**src/rtl/game_ctrl.sv**
```systemverilog
// -----------------------------------------------------------------------------
// game_ctrl -- whack-a-mole round sequencer
//
// Decodes PS/2 scan bytes into START / PAUSE / WHACK commands and runs the
// round FSM (IDLE / PLAY / PAUSE / OVER). While playing, it schedules mole
// spawn and show windows from the random source and judges whacks against
// the hammer position. It also owns the score and the countdown. All outputs
// are registered and feed pixel_gen directly.
//
// Ports
//   clk         in   1        system clock
//   reset       in   1        synchronous, active-high
//   tick        in   1        game-time enable, one clk wide
//   kb_valid    in   1        one-clk strobe: new PS/2 byte on kb_code
//   kb_code     in   8        PS/2 scan byte
//   rnd         in   2        random hole index, sampled at spawn
//   hammer_pos  in   2        current hammer hole
//   state       out  2        00 IDLE, 01 PLAY, 10 PAUSE, 11 OVER
//   mole_on     out  1        mole visible
//   mole_pos    out  2        mole hole
//   hit         out  1        one-clk pulse, successful whack
//   miss        out  1        one-clk pulse, wasted whack
//   score       out  SCORE_W  hits this round, saturating
//   time_left   out  6        seconds remaining
//
// Build option
//   SPEEDUP_EN  when defined, the show window shrinks by 2 ticks for every
//               4 points scored, with MIN_MOLE_TICKS as the floor. The window
//               is sampled when the mole spawns. Otherwise the window is
//               always MOLE_TICKS.
// -----------------------------------------------------------------------------
module game_ctrl #(
    parameter int TICKS_PER_SEC  = 60,
    parameter int GAME_SECS      = 30,
    parameter int MOLE_TICKS     = 45,
    parameter int GAP_TICKS      = 15,
    parameter int MIN_MOLE_TICKS = 15,
    parameter int SCORE_W        = 5
) (
    input  logic               clk,
    input  logic               reset,
    input  logic               tick,
    input  logic               kb_valid,
    input  logic [7:0]         kb_code,
    input  logic [1:0]         rnd,
    input  logic [1:0]         hammer_pos,
    output logic [1:0]         state,
    output logic               mole_on,
    output logic [1:0]         mole_pos,
    output logic               hit,
    output logic               miss,
    output logic [SCORE_W-1:0] score,
    output logic [5:0]         time_left
);

    localparam logic [7:0] KEY_BREAK = 8'hF0;
    localparam logic [7:0] KEY_START = 8'h5A;
    localparam logic [7:0] KEY_PAUSE = 8'h76;
    localparam logic [7:0] KEY_WHACK = 8'h29;

    localparam int SEC_W = (TICKS_PER_SEC > 1) ? $clog2(TICKS_PER_SEC) : 1;
    localparam int GAP_W = (GAP_TICKS > 1) ? $clog2(GAP_TICKS) : 1;
    localparam int WIN_W = $clog2(MOLE_TICKS + 1);

    localparam logic [SEC_W-1:0]   SEC_LAST  = SEC_W'(TICKS_PER_SEC - 1);
    localparam logic [GAP_W-1:0]   GAP_LAST  = GAP_W'(GAP_TICKS - 1);
    localparam logic [5:0]         SECS_INIT = 6'(GAME_SECS);
    localparam logic [SCORE_W-1:0] SCORE_MAX = {SCORE_W{1'b1}};

`ifdef SPEEDUP_EN
    localparam bit SPEEDUP_ON = 1'b1;
`else
    localparam bit SPEEDUP_ON = 1'b0;
`endif

    typedef enum logic [1:0] {
        ST_IDLE  = 2'b00,
        ST_PLAY  = 2'b01,
        ST_PAUSE = 2'b10,
        ST_OVER  = 2'b11
    } state_t;

    typedef enum logic {
        PH_GAP  = 1'b0,
        PH_SHOW = 1'b1
    } phase_t;

    state_t             state_q,     state_d;
    phase_t             phase_q,     phase_d;
    logic               brk_q,       brk_d;
    logic               mole_on_q,   mole_on_d;
    logic [1:0]         mole_pos_q,  mole_pos_d;
    logic               hit_q,       hit_d;
    logic               miss_q,      miss_d;
    logic [SCORE_W-1:0] score_q,     score_d;
    logic [5:0]         time_left_q, time_left_d;
    logic [SEC_W-1:0]   sec_cnt_q,   sec_cnt_d;
    logic [GAP_W-1:0]   gap_cnt_q,   gap_cnt_d;
    logic [WIN_W-1:0]   win_cnt_q,   win_cnt_d;
    logic [WIN_W-1:0]   window_q,    window_d;

    logic               key_start, key_pause, key_whack;
    logic [WIN_W-1:0]   spawn_win;
    logic               whack_hits;

    // Show window for a mole spawned at the given score.
    function automatic logic [WIN_W-1:0] speedup_window(input logic [SCORE_W-1:0] s);
        int w;
        w = MOLE_TICKS - 2 * int'(s >> 2);
        if (w < MIN_MOLE_TICKS) begin
            w = MIN_MOLE_TICKS;
        end
        return WIN_W'(w);
    endfunction

    assign spawn_win  = SPEEDUP_ON ? speedup_window(score_q) : WIN_W'(MOLE_TICKS);
    assign whack_hits = mole_on_q && (hammer_pos == mole_pos_q);

    // Key decode. The byte after a break prefix is the release of some key
    // and is dropped along with the prefix, whatever its value.
    always_comb begin
        // NOTE: every output of a combinational block gets a default first,
        // so no path leaves it unassigned and no latch is inferred.
        brk_d     = brk_q;
        key_start = 1'b0;
        key_pause = 1'b0;
        key_whack = 1'b0;
        if (kb_valid) begin
            if (brk_q) begin
                brk_d = 1'b0;
            end else if (kb_code == KEY_BREAK) begin
                brk_d = 1'b1;
            end else begin
                key_start = (kb_code == KEY_START);
                key_pause = (kb_code == KEY_PAUSE);
                key_whack = (kb_code == KEY_WHACK);
            end
        end
    end

    // Round FSM, mole scheduler, countdown and whack judge.
    always_comb begin
        state_d     = state_q;
        phase_d     = phase_q;
        mole_on_d   = mole_on_q;
        mole_pos_d  = mole_pos_q;
        hit_d       = 1'b0;
        miss_d      = 1'b0;
        score_d     = score_q;
        time_left_d = time_left_q;
        sec_cnt_d   = sec_cnt_q;
        gap_cnt_d   = gap_cnt_q;
        win_cnt_d   = win_cnt_q;
        window_d    = window_q;

        unique case (state_q)
            ST_IDLE, ST_OVER: begin
                if (key_start) begin
                    state_d     = ST_PLAY;
                    score_d     = '0;
                    time_left_d = SECS_INIT;
                    sec_cnt_d   = '0;
                    phase_d     = PH_GAP;
                    gap_cnt_d   = '0;
                    win_cnt_d   = '0;
                    mole_on_d   = 1'b0;
                end
            end

            ST_PLAY: begin
                if (tick) begin
                    if (phase_q == PH_GAP) begin
                        if (gap_cnt_q == GAP_LAST) begin
                            mole_pos_d = rnd;
                            mole_on_d  = 1'b1;
                            phase_d    = PH_SHOW;
                            win_cnt_d  = '0;
                            window_d   = spawn_win;
                        end else begin
                            gap_cnt_d = gap_cnt_q + GAP_W'(1);
                        end
                    end else begin
                        if (win_cnt_q == window_q - WIN_W'(1)) begin
                            mole_on_d = 1'b0;
                            phase_d   = PH_GAP;
                            gap_cnt_d = '0;
                        end else begin
                            win_cnt_d = win_cnt_q + WIN_W'(1);
                        end
                    end

                    if (sec_cnt_q == SEC_LAST) begin
                        sec_cnt_d   = '0;
                        time_left_d = time_left_q - 6'd1;
                        if (time_left_q == 6'd1) begin
                            state_d   = ST_OVER;
                            mole_on_d = 1'b0;
                        end
                    end else begin
                        sec_cnt_d = sec_cnt_q + SEC_W'(1);
                    end
                end

                // Judged on the pre-edge mole, after the tick logic, so a
                // hit wins over a window expiry or the final tick that
                // lands on the same edge.
                if (key_whack) begin
                    if (whack_hits) begin
                        hit_d     = 1'b1;
                        score_d   = (score_q == SCORE_MAX) ? score_q : score_q + SCORE_W'(1);
                        mole_on_d = 1'b0;
                        phase_d   = PH_GAP;
                        gap_cnt_d = '0;
                    end else begin
                        miss_d = 1'b1;
                    end
                end

                // The round ending on this edge takes priority over a pause.
                if (key_pause && state_d == ST_PLAY) begin
                    state_d = ST_PAUSE;
                end
            end

            ST_PAUSE: begin
                if (key_pause) begin
                    state_d = ST_PLAY;
                end
            end

            default: state_d = ST_IDLE;
        endcase
    end

    always_ff @(posedge clk) begin
        // NOTE: state registers use non-blocking assignments so every flop
        // samples the pre-edge values, independent of statement order.
        if (reset) begin
            state_q     <= ST_IDLE;
            phase_q     <= PH_GAP;
            brk_q       <= 1'b0;
            mole_on_q   <= 1'b0;
            mole_pos_q  <= 2'd0;
            hit_q       <= 1'b0;
            miss_q      <= 1'b0;
            score_q     <= '0;
            time_left_q <= SECS_INIT;
            sec_cnt_q   <= '0;
            gap_cnt_q   <= '0;
            win_cnt_q   <= '0;
            window_q    <= WIN_W'(MOLE_TICKS);
        end else begin
            state_q     <= state_d;
            phase_q     <= phase_d;
            brk_q       <= brk_d;
            mole_on_q   <= mole_on_d;
            mole_pos_q  <= mole_pos_d;
            hit_q       <= hit_d;
            miss_q      <= miss_d;
            score_q     <= score_d;
            time_left_q <= time_left_d;
            sec_cnt_q   <= sec_cnt_d;
            gap_cnt_q   <= gap_cnt_d;
            win_cnt_q   <= win_cnt_d;
            window_q    <= window_d;
        end
    end

    assign state     = state_q;
    assign mole_on   = mole_on_q;
    assign mole_pos  = mole_pos_q;
    assign hit       = hit_q;
    assign miss      = miss_q;
    assign score     = score_q;
    assign time_left = time_left_q;

endmodule

```
**config.mk**
```make
export PLATFORM = sky130hd
export DESIGN_NAME = game_ctrl
export DESIGN_NICKNAME = d
export VERILOG_FILES = /design/src/rtl/game_ctrl.sv
export SDC_FILE = /design/constraint.sdc
export NUM_CORES = 1
export LEC_CHECK = 0
export BUFFER_PORTS_ARGS = -buffer_cell sky130_fd_sc_hd__buf_2
export CORE_MARGIN = 1.5
export CORE_UTILIZATION = 56
export CTS_CLUSTER_DIAMETER = 30
export DETAILED_ROUTE_END_ITERATION = 7
export HOLD_SLACK_MARGIN = 0.03
export PLACE_DENSITY = 0.89
export SLEW_MARGIN = 20
export SYNTH_ARGS = -nofsm -noshare
export SYNTH_HDL_FRONTEND = slang
export SYNTH_SLANG_ARGS = --single-unit
```
**constraint.sdc**
```tcl
create_clock -name clk -period 2.4 [get_ports clk]
set_input_delay 0.24 -clock clk [delete_from_list [all_inputs] [get_ports clk]]
set_output_delay 0.24 -clock clk [all_outputs]
set_load 0.005 [all_outputs]
```
== After elaboration in Yosys (flattened, before gate mapping) ==
Cells that the tools add are included.

* Add/sub/neg operators: 5
* Equality and inequality tests: 23
* Mux-type cells: 64
* Bitwise gates (word level): 3
* Reductions and logical operators: 13

{| class="wikitable"
|+ Operator list
! kind !! count
|-
| $mux 6 || 10
|-
| $pmux 6 s2 || 3
|-
| $mux 1 || 28
|-
| $mux 4 || 7
|-
| $mux 5 || 4
|-
| $eq 8x7->1 const B || 2
|-
| $mux 2 || 7
|-
| $ne 2x2->1 const B || 7
|-
| $add 6x1->6 const B || 2
|-
| $eq 6x6->1 const B || 2
|-
| $pmux 5 s2 || 1
|-
| $reduce_and 5->1 || 2
|-
| $eq 8x6->1 const B || 1
|-
| $eq 8x8->1 const B || 1
|-
| $pmux 4 s2 || 1
|-
| $reduce_and 4->1 || 2
|-
| $eq 6x1->1 const B || 1
|-
| $ne 3x3->1 const B || 2
|-
| $pmux 2 s3 || 1
|-
| $sub 6x1->6 const B || 1
|-
| $add 5x1->5 const B || 1
|-
| $eq 5x5->1 const B || 1
|-
| $add 4x1->4 const B || 1
|-
| $eq 2x1->1 const B || 2
|-
| other kinds (12) || 18
|}

* Register bits after elaboration: 36
* Output and inout bits: 18

== Longest topological paths before layout ==
Gate-level depths: netlist of run 1.

* Depth after elaboration: 9
* Gate-level depth with buffers: 8
* Gate-level depth less buffers: 7

== Least setup slack after synthesis of run 1 ==
No wires, ideal clock.

* Path kind: flip-flop to flip-flop
* Start point: reg state_q[0], in the netlist state[0]
* End point: reg win_cnt_q[0]
* Library setup time: 71 ps
* Data arrival time: 1971 ps
* Data required time: 2329 ps
* Slack: 359 ps
* Stages on the path, launching flop included: 9
* Path buffers: 1
* Clock period less this slack: 2041 ps
* Cell sequence: dfxtp_1 > inv_1 > ha_1 > nor2b_1 > a21oi_1 > or2_1 > buf_2 > or4b_1 > a21oi_1

* Word-level cells in the longest chain between the ends: 4

{| class="wikitable"
|+ RTL lines
! element !! RTL line !! text
|-
| start, declared || 88 || <nowiki>state_t state_q, state_d;</nowiki>
|-
| start signal, assigned || 253 || <nowiki>state_q <= state_d;</nowiki>
|-
| $eq 2x2->1 or $logic_not 2->1 (tied branches) || 156 || <nowiki>unique case (state_q)</nowiki>
|-
| $reduce_or 2->1 || 156 ||
|-
| $ne 2x2->1 (no source line) or $reduce_bool 2->1 (tied branches) || -- ||
|-
| $reduce_and 5->1 (no source line) || -- ||
|-
| end signal, assigned || 264 || <nowiki>win_cnt_q <= win_cnt_d;</nowiki>
|-
| end, declared || 99 || <nowiki>logic [WIN_W-1:0] win_cnt_q, win_cnt_d;</nowiki>
|}

Parallel ways exist; a longest one is shown, timed or not.
A chain may end at the register's enable or synchronous reset.

== Worst setup path in the final report of run 1 ==
* Start point: reg state_q[0], in the netlist state[0]
* End point: reg win_cnt_q[5]

The elaborated chain is that of the path after synthesis.

==> results.ini, run 1 <==
[timing]
period_minus_slack_ps = 2230
setup_violations = 0
setup-tns-final_ps = 0
worst_pin_slew_ps = 551
fin_crit_sh_pct = 93.1
fmax_ghz = 0.448
slew_viol_final = 0
rsz0062_at_grt = no
skew_ps = 10.2
hold_viol = 0
fin_ws_ps = 166
max_slew_margin_pct = 62.9

[worst_setup_path]
worstPathRequired_ps = 2680
r2r_setup_slack_ps = 170
cp_max_fo = 8
path_cells = inv_1 -> ha_1 -> nor2b_1 -> a21oi_1 -> or2_1 -> or4b_4 -> o31ai_1
path_class = reg -> reg
cp-startpoint = state[0]
slowest_stage = or4b_4
end_kind = flip-flop
reg2regPathDepth = 7
cp.arrival_ps = 2510
r2r_start = state[0]
critPathCapture = win_cnt_q[5]
max_stage_delay_ps = 570
reg2reg_to = win_cnt_q[5]
startpoint_type = flip-flop

[synthesis]
synthMuxAreaShare_pct = 2.47
synthAdderAreaFrac_pct = 6.79
synth_top_family_by_area = simple AND/OR/NAND/NOR gates
synth_ff_type = dfxtp_1
ys_seq_area_share_pct = 35.6
synth_xor_area_share_pct = 3.46
syn_area_um2 = 2030
synthCells = 235
synth_area_per_cell_um2 = 8.62
yosys.area.top_type = dfxtp_1
synth_top_area_share_pct = 35.6
synth.area.top_cells = dfxtp_1 36%, ha_1 6.8%, a21oi_1 3.5%
postSynth.asyncResetShare_pct = 0
yosys.cell_types.count = 48
synth-simple-area-share_pct = 28.5
synth_edf_count = 0
synth-warning-count = 0
synth_compound_area_share_pct = 19.1
syn_nets = 262
ys_ff_latch = 36

[detailed_routing]
vias = 1919
drt_first_pass_iters = 4
wl_met2_um = 2240
top_layer_used = met4
m1WireLength_um = 2080
routedWlPerCell_um = 14.4
ant_nets = 0
routed-wl-met3_um = 247
drc = 0
wirelength_um = 4620
vias_per_cell = 5.98
drtIter0Drc = 143

[cells_and_area]
nFillCells = 294
drive_gt1_share_pct = 20.4
fin_nets = 301
fin_area_um2 = 2340
final_common_cell = dfxtp_1
antenna_cells = 0
final_cell_mix = 36 x dfxtp_1, 33 x buf_2, 14 x nor2_1, 14 x a21oi_1
area_growth_pct = 15.8
final_util_pct = 68.6

[placed_design]
pre_cts_ws_ps = 188
dp_hpwl_um = 3400
port_buffers = 33
gp_congestion = 0.903
dpl_cell_area_um2 = 2270

[floorplan]
die_x_um = 63.1
io-pin-count = 34
die_area_um2 = 3990
core_um2 = 3420
die_h_um = 63.1
rows = 21
initial_core_util_pct = 59.3

[power_and_ir_drop]
leakage_nw = 0.956
power-per-cell-area_nw_per_um2 = 505
vdd.ir_drop.worst_mv = 0.335

[global_route]
grt_util_all_layers_pct = 25.0
grt_pass1_wl_um = 8020
grt_start_max_net_pins = 20
antenna_found_initial = 0
grt_pass1_vias = 1784
grt-ovfl-total = 0

[clock_network]
root_buffer = clkbuf_4
post_cts_buffers = 0
clk_latency_ps = 350
cts_tree = done
h-tree-depth = 2
cts_buffers = 5
cts.path.max_buffers = 2
post_cts_resized = 0
cts_hold_buf = 0
clkTransAtPathRegs_ps = 110
cts.sinks = 36

[worst_hold_path]
min_path_type = in -> reg

[status]
status = finished clean

[run]
maxCapViolCount = 0

==> state kept, by name, summed over array words and instances (netlist names) <==
name and flops:
gap_cnt_q 4, mole_on 1, brk_q 1, phase_q 1, state 2, miss 1
sec_cnt_q 6, mole_pos 2, time_left 6, score 5, win_cnt_q 6, hit 1
==> worst min path at each step <==
stage	from	end	slack [ps]	cells after the start
floorplan	rnd[0]	mole_pos[0]	390	2
global placement	brk_q	brk_q	460	2
detailed placement	win_cnt_q[5]	win_cnt_q[5]	470	1
CTS	rnd[1]	mole_pos[1]	130	3
global route	rnd[1]	mole_pos[1]	150	3
finish	rnd[1]	mole_pos[1]	130	3
==> layer usage <==
metal,up-vias,track usage (%)
met5,-,0
li1,958,-
met4,0,7.50
met3,9,6.96
met2,57,41.4
met1,895,31.5
==> power by group <==
group          internal (W)  switching (W)  total, W
Combinational     0.0000594      0.0000868  0.000146
Clock              0.000218       0.000204  0.000422
Sequential         0.000606      0.0000104  0.000616
==> layout make-up <==
class                   count  area [um^2]  area share, %
repair buffers             40          218           9.28
multi-input cells         178         1220           52.2
clock buffers               6         41.3           1.76
well taps                  46         57.6           2.45
clock inverters             2         35.0           1.49
flip-flops and latches     36          721           30.7
inverters                  13         48.8           2.08
==> synth_stat cells (3+ instances only) <==
| master | number |
|---|---|
| ha_1 | 11 |
| a31oi_1 | 9 |
| xnor2_1 | 7 |
| and3_1 | 6 |
| o31ai_1 | 5 |
| nand2_1 | 10 |
| nor2_1 | 14 |
| clkbuf_1 | 6 |
| or3_1 | 5 |
| nor4b_1 | 3 |
| mux2i_1 | 5 |
| nor2b_1 | 5 |
| nand2b_1 | 5 |
| dfxtp_1 | 36 |
| a21o_1 | 4 |
| nand3_1 | 10 |
| nor3_1 | 13 |
| o21ai_0 | 8 |
| nor3b_1 | 3 |
| o21a_1 | 3 |
| nand4_1 | 6 |
| o311ai_0 | 4 |
| a21oi_1 | 14 |
| nor4_1 | 3 |
| inv_1 | 13 |
==> critical path: cells and delay by family (launching register included) <==
kind	cells	cell delay, ps
buffers and inverters	1	70
adders and majority gates	1	310
DFF	1	390
and+or+nand+nor	3	1080
AOI/OAI and AO/OA	2	330
==> through the flow <==
step                      hold slack (ps)  instances  total power (W)
after floorplan                       387        235         0.000720
after global placement                459        313         0.000770
after detailed placement              466        313         0.000775
after CTS                             134        321          0.00119
after global routing                  147        321          0.00124
final                                 133        321          0.00118
==> kinds of logic after synthesis <==
group / count (synthesis)
mux: 5
compound gates: 56
fa+ha+maj: 11
flops: 36
xor+xnor: 8
simple gates: 98
buf+inv: 21
Note: power is estimated with default switching activity, not from simulation.
==> inputs of run 2 (changes only) <==
--- a/config.mk
+++ b/config.mk
@@ -6,7 +6,6 @@
 export NUM_CORES = 1
 export LEC_CHECK = 0
 export BUFFER_PORTS_ARGS = -buffer_cell sky130_fd_sc_hd__buf_2
-export CORE_MARGIN = 1.5
 export CORE_UTILIZATION = 56
 export CTS_CLUSTER_DIAMETER = 30
 export DETAILED_ROUTE_END_ITERATION = 7
==> run 2 against run 1 <==
  * Sequential power about the same
  * Clock power barely moved
  * Global-route usage decreased by 0.28 points
  * Die area down 3.1%
  * First-iteration DRC count grew 87%
  * Via count shrank 1.2%
  * Power up 0.16%
  * Combinational power about the same
  * Largest cell class unchanged
  * Sequential share of layout area grew 0.12 points
  * Cell area is 0.37% lower
  * Non-clock buffer count is 2 lower
  * Critical endpoint unchanged
==> results.ini, run 2 (synthesis results as in run 1) <==
[status]
status = finished clean  ; unchanged

[worst_setup_path]
worstPathRequired_ps = 2660  ; was 2680 ps
path_buf_inv = 1  ; unchanged
reg2reg_to = win_cnt_q[5]  ; unchanged
reg2regPathDepth = 7  ; unchanged
cp_top_family = simple AND/OR/NAND/NOR gates  ; unchanged
r2r_setup_slack_ps = 220  ; was 170 ps
cp_max_fo = 7  ; was 8
max_stage_delay_ps = 540  ; was 570 ps
end_kind = flip-flop  ; unchanged
slowest_stage = or4b_4  ; unchanged
path_cells = inv_1 -> ha_1 -> nor2b_1 -> a21oi_1 -> or2_4 -> or4b_4 -> o31ai_1  ; was inv_1 -> ha_1 -> nor2b_1 -> a21oi_1 -> or2_1 -> or4b_4 -> o31ai_1
path_class = reg -> reg  ; unchanged
startpoint_type = flip-flop  ; unchanged
r2r_start = state[0]  ; unchanged
cp.arrival_ps = 2440  ; was 2510 ps

[global_route]
grt_pass1_wl_um = 7650  ; was 8020 um
grt_pass1_vias = 1732  ; was 1784
antenna_found_initial = 0  ; unchanged
grt_start_max_net_pins = 20  ; unchanged
grt-ovfl-total = 0  ; unchanged
grt_util_all_layers_pct = 24.7  ; was 25.0%

[run]
maxCapViolCount = 0  ; unchanged

[placed_design]
port_buffers = 33  ; unchanged
dp.cells = 311  ; was 313
gp_congestion = 0.859  ; was 0.903
dpl_cell_area_um2 = 2250  ; was 2270 um^2
dp_hpwl_um = 3370  ; was 3400 um

[cells_and_area]
instances_no_fill = 319  ; was 321
antenna_cells = 0  ; unchanged
multi_input_area_um2 = 1230  ; was 1220 um^2
nFillCells = 269  ; was 294
final_common_cell = dfxtp_1  ; unchanged
regArea_um2 = 721  ; unchanged
area_growth_pct = 15.3  ; was 15.8%
fin_area_um2 = 2340  ; about the same
final_cell_mix = 36 x dfxtp_1, 33 x buf_2, 14 x nor2_1, 14 x a21oi_1  ; unchanged
fin_nets = 299  ; was 301
drive_gt1_share_pct = 20.5  ; was 20.4%

[floorplan]
die_h_um = 62.1  ; was 63.1 um
die_x_um = 62.1  ; was 63.1 um
die_area_um2 = 3860  ; was 3990 um^2
rows = 21  ; unchanged
io-pin-count = 34  ; unchanged
core_um2 = 3390  ; was 3420 um^2
initial_core_util_pct = 59.8  ; was 59.3%

[clock_network]
post_cts_buffers = 0  ; unchanged
cts_buffers = 5  ; unchanged
clkTransAtPathRegs_ps = 110  ; about the same
cts_tree = done  ; unchanged
cts.path.max_buffers = 2  ; unchanged
root_buffer = clkbuf_4  ; unchanged
clk_latency_ps = 340  ; was 350 ps
cts.sinks = 36  ; unchanged
h-tree-depth = 2  ; unchanged

[timing]
max_slew_margin_pct = 55.8  ; was 62.9%
skew_ps = 9.11  ; was 10.2 ps
rsz0062_at_grt = no  ; unchanged
worst_pin_slew_ps = 661  ; was 551 ps
fin_crit_sh_pct = 90.9  ; was 93.1%
slew_viol_final = 0  ; unchanged
setup-tns-final_ps = 0  ; unchanged
fmax_ghz = 0.458  ; was 0.448 GHz
setup_violations = 0  ; unchanged
hold_viol = 0  ; unchanged
period_minus_slack_ps = 2180  ; was 2230 ps

[detailed_routing]
ant_nets = 0  ; unchanged
routedWlPerCell_um = 14.1  ; was 14.4 um
vias_per_cell = 5.94  ; was 5.98
drt_first_pass_iters = 4  ; unchanged
drtIter0Drc = 268  ; was 143
drc = 0  ; unchanged
vias = 1896  ; was 1919
wirelength_um = 4490  ; was 4620 um

[worst_hold_path]
min_path_type = in -> reg  ; unchanged
worstHoldStart = rnd[1]  ; unchanged
hold_end = mole_pos[1]  ; unchanged
hold_depth = 3  ; unchanged

[power_and_ir_drop]
leakage_nw = 0.947  ; was 0.956 nW
power-per-cell-area_nw_per_um2 = 508  ; was 505 nW/um^2
power_w = 0.00119  ; was 0.00118 W
vdd.ir_drop.worst_mv = 0.360  ; was 0.335 mV
p_comb_share_pct = 12.2  ; was 12.3%
swShare_pct = 25.8  ; was 25.4%
seqPwrFrac_pct = 51.9  ; was 52.0%
power_frac_clock_pct = 35.8  ; was 35.6%
p_int_w = 0.000881  ; was 0.000884 W
p_switching_w = 0.000306  ; was 0.000301 W

run 2: routing by layer:
metal | wire [um] | GRT usage, %
met1 | 2070 | 29.7
met2 | 2160 | 42.6
met3 | 180 | 5.88
met4 | 84 | 9.01
met5 | 0 | 0
run 2: worst max-delay path by stage:
stage / from / slack (ps) / endpoint / cells after the start
final: state[0] / 220 / win_cnt_q[5] / 7
after detailed placement: state[0] / 210 / win_cnt_q[5] / 7
after global placement: state[0] / 260 / win_cnt_q[5] / 7
after global routing: state[0] / 70 / gap_cnt_q[0] / 7
after CTS: state[0] / 180 / win_cnt_q[2] / 7
after floorplan: state[0] / 360 / win_cnt_q[0] / 8
run 2: power groups by stage:
stage               logic (W)  registers (W)  clock network [W]
finish               0.000145       0.000616           0.000425
CTS                  0.000142       0.000616           0.000433
global placement     0.000136       0.000629                  0
floorplan           0.0000919       0.000628                  0
global route         0.000162       0.000618           0.000452
detailed placement   0.000142       0.000630                  0
run 2: worst min-delay path, delay by kind of cell:
family        cells  cell delay, ps
simple gates      1              70
mux               1              60
buf+inv           1              80
run 2: metrics by stage:
stage          setup slack (ps)  utilization, %  hold WS [ps]
3_3_place_gp                261            66.5           460
6_report                    218            68.9           142
2_1_floorplan               359               -           387
5_1_grt                    66.0            68.9           149
4_1_cts                     180            68.8           139
3_5_place_dp                215            66.5           456
run 2: repair_timing:
action,CTS,global route
resized for setup,0,1
hold buffers,0,0
endpoints found under the setup margin,0,1
run 2: cell type report:
cell class | instances | area share (%)
multi-input cells | 178 | 52.5
flip-flops and latches | 36 | 30.9
repair buffers | 38 | 8.68
well taps | 46 | 2.46
inverters | 13 | 2.09
clock inverters | 3 | 1.82
clock buffers | 5 | 1.61
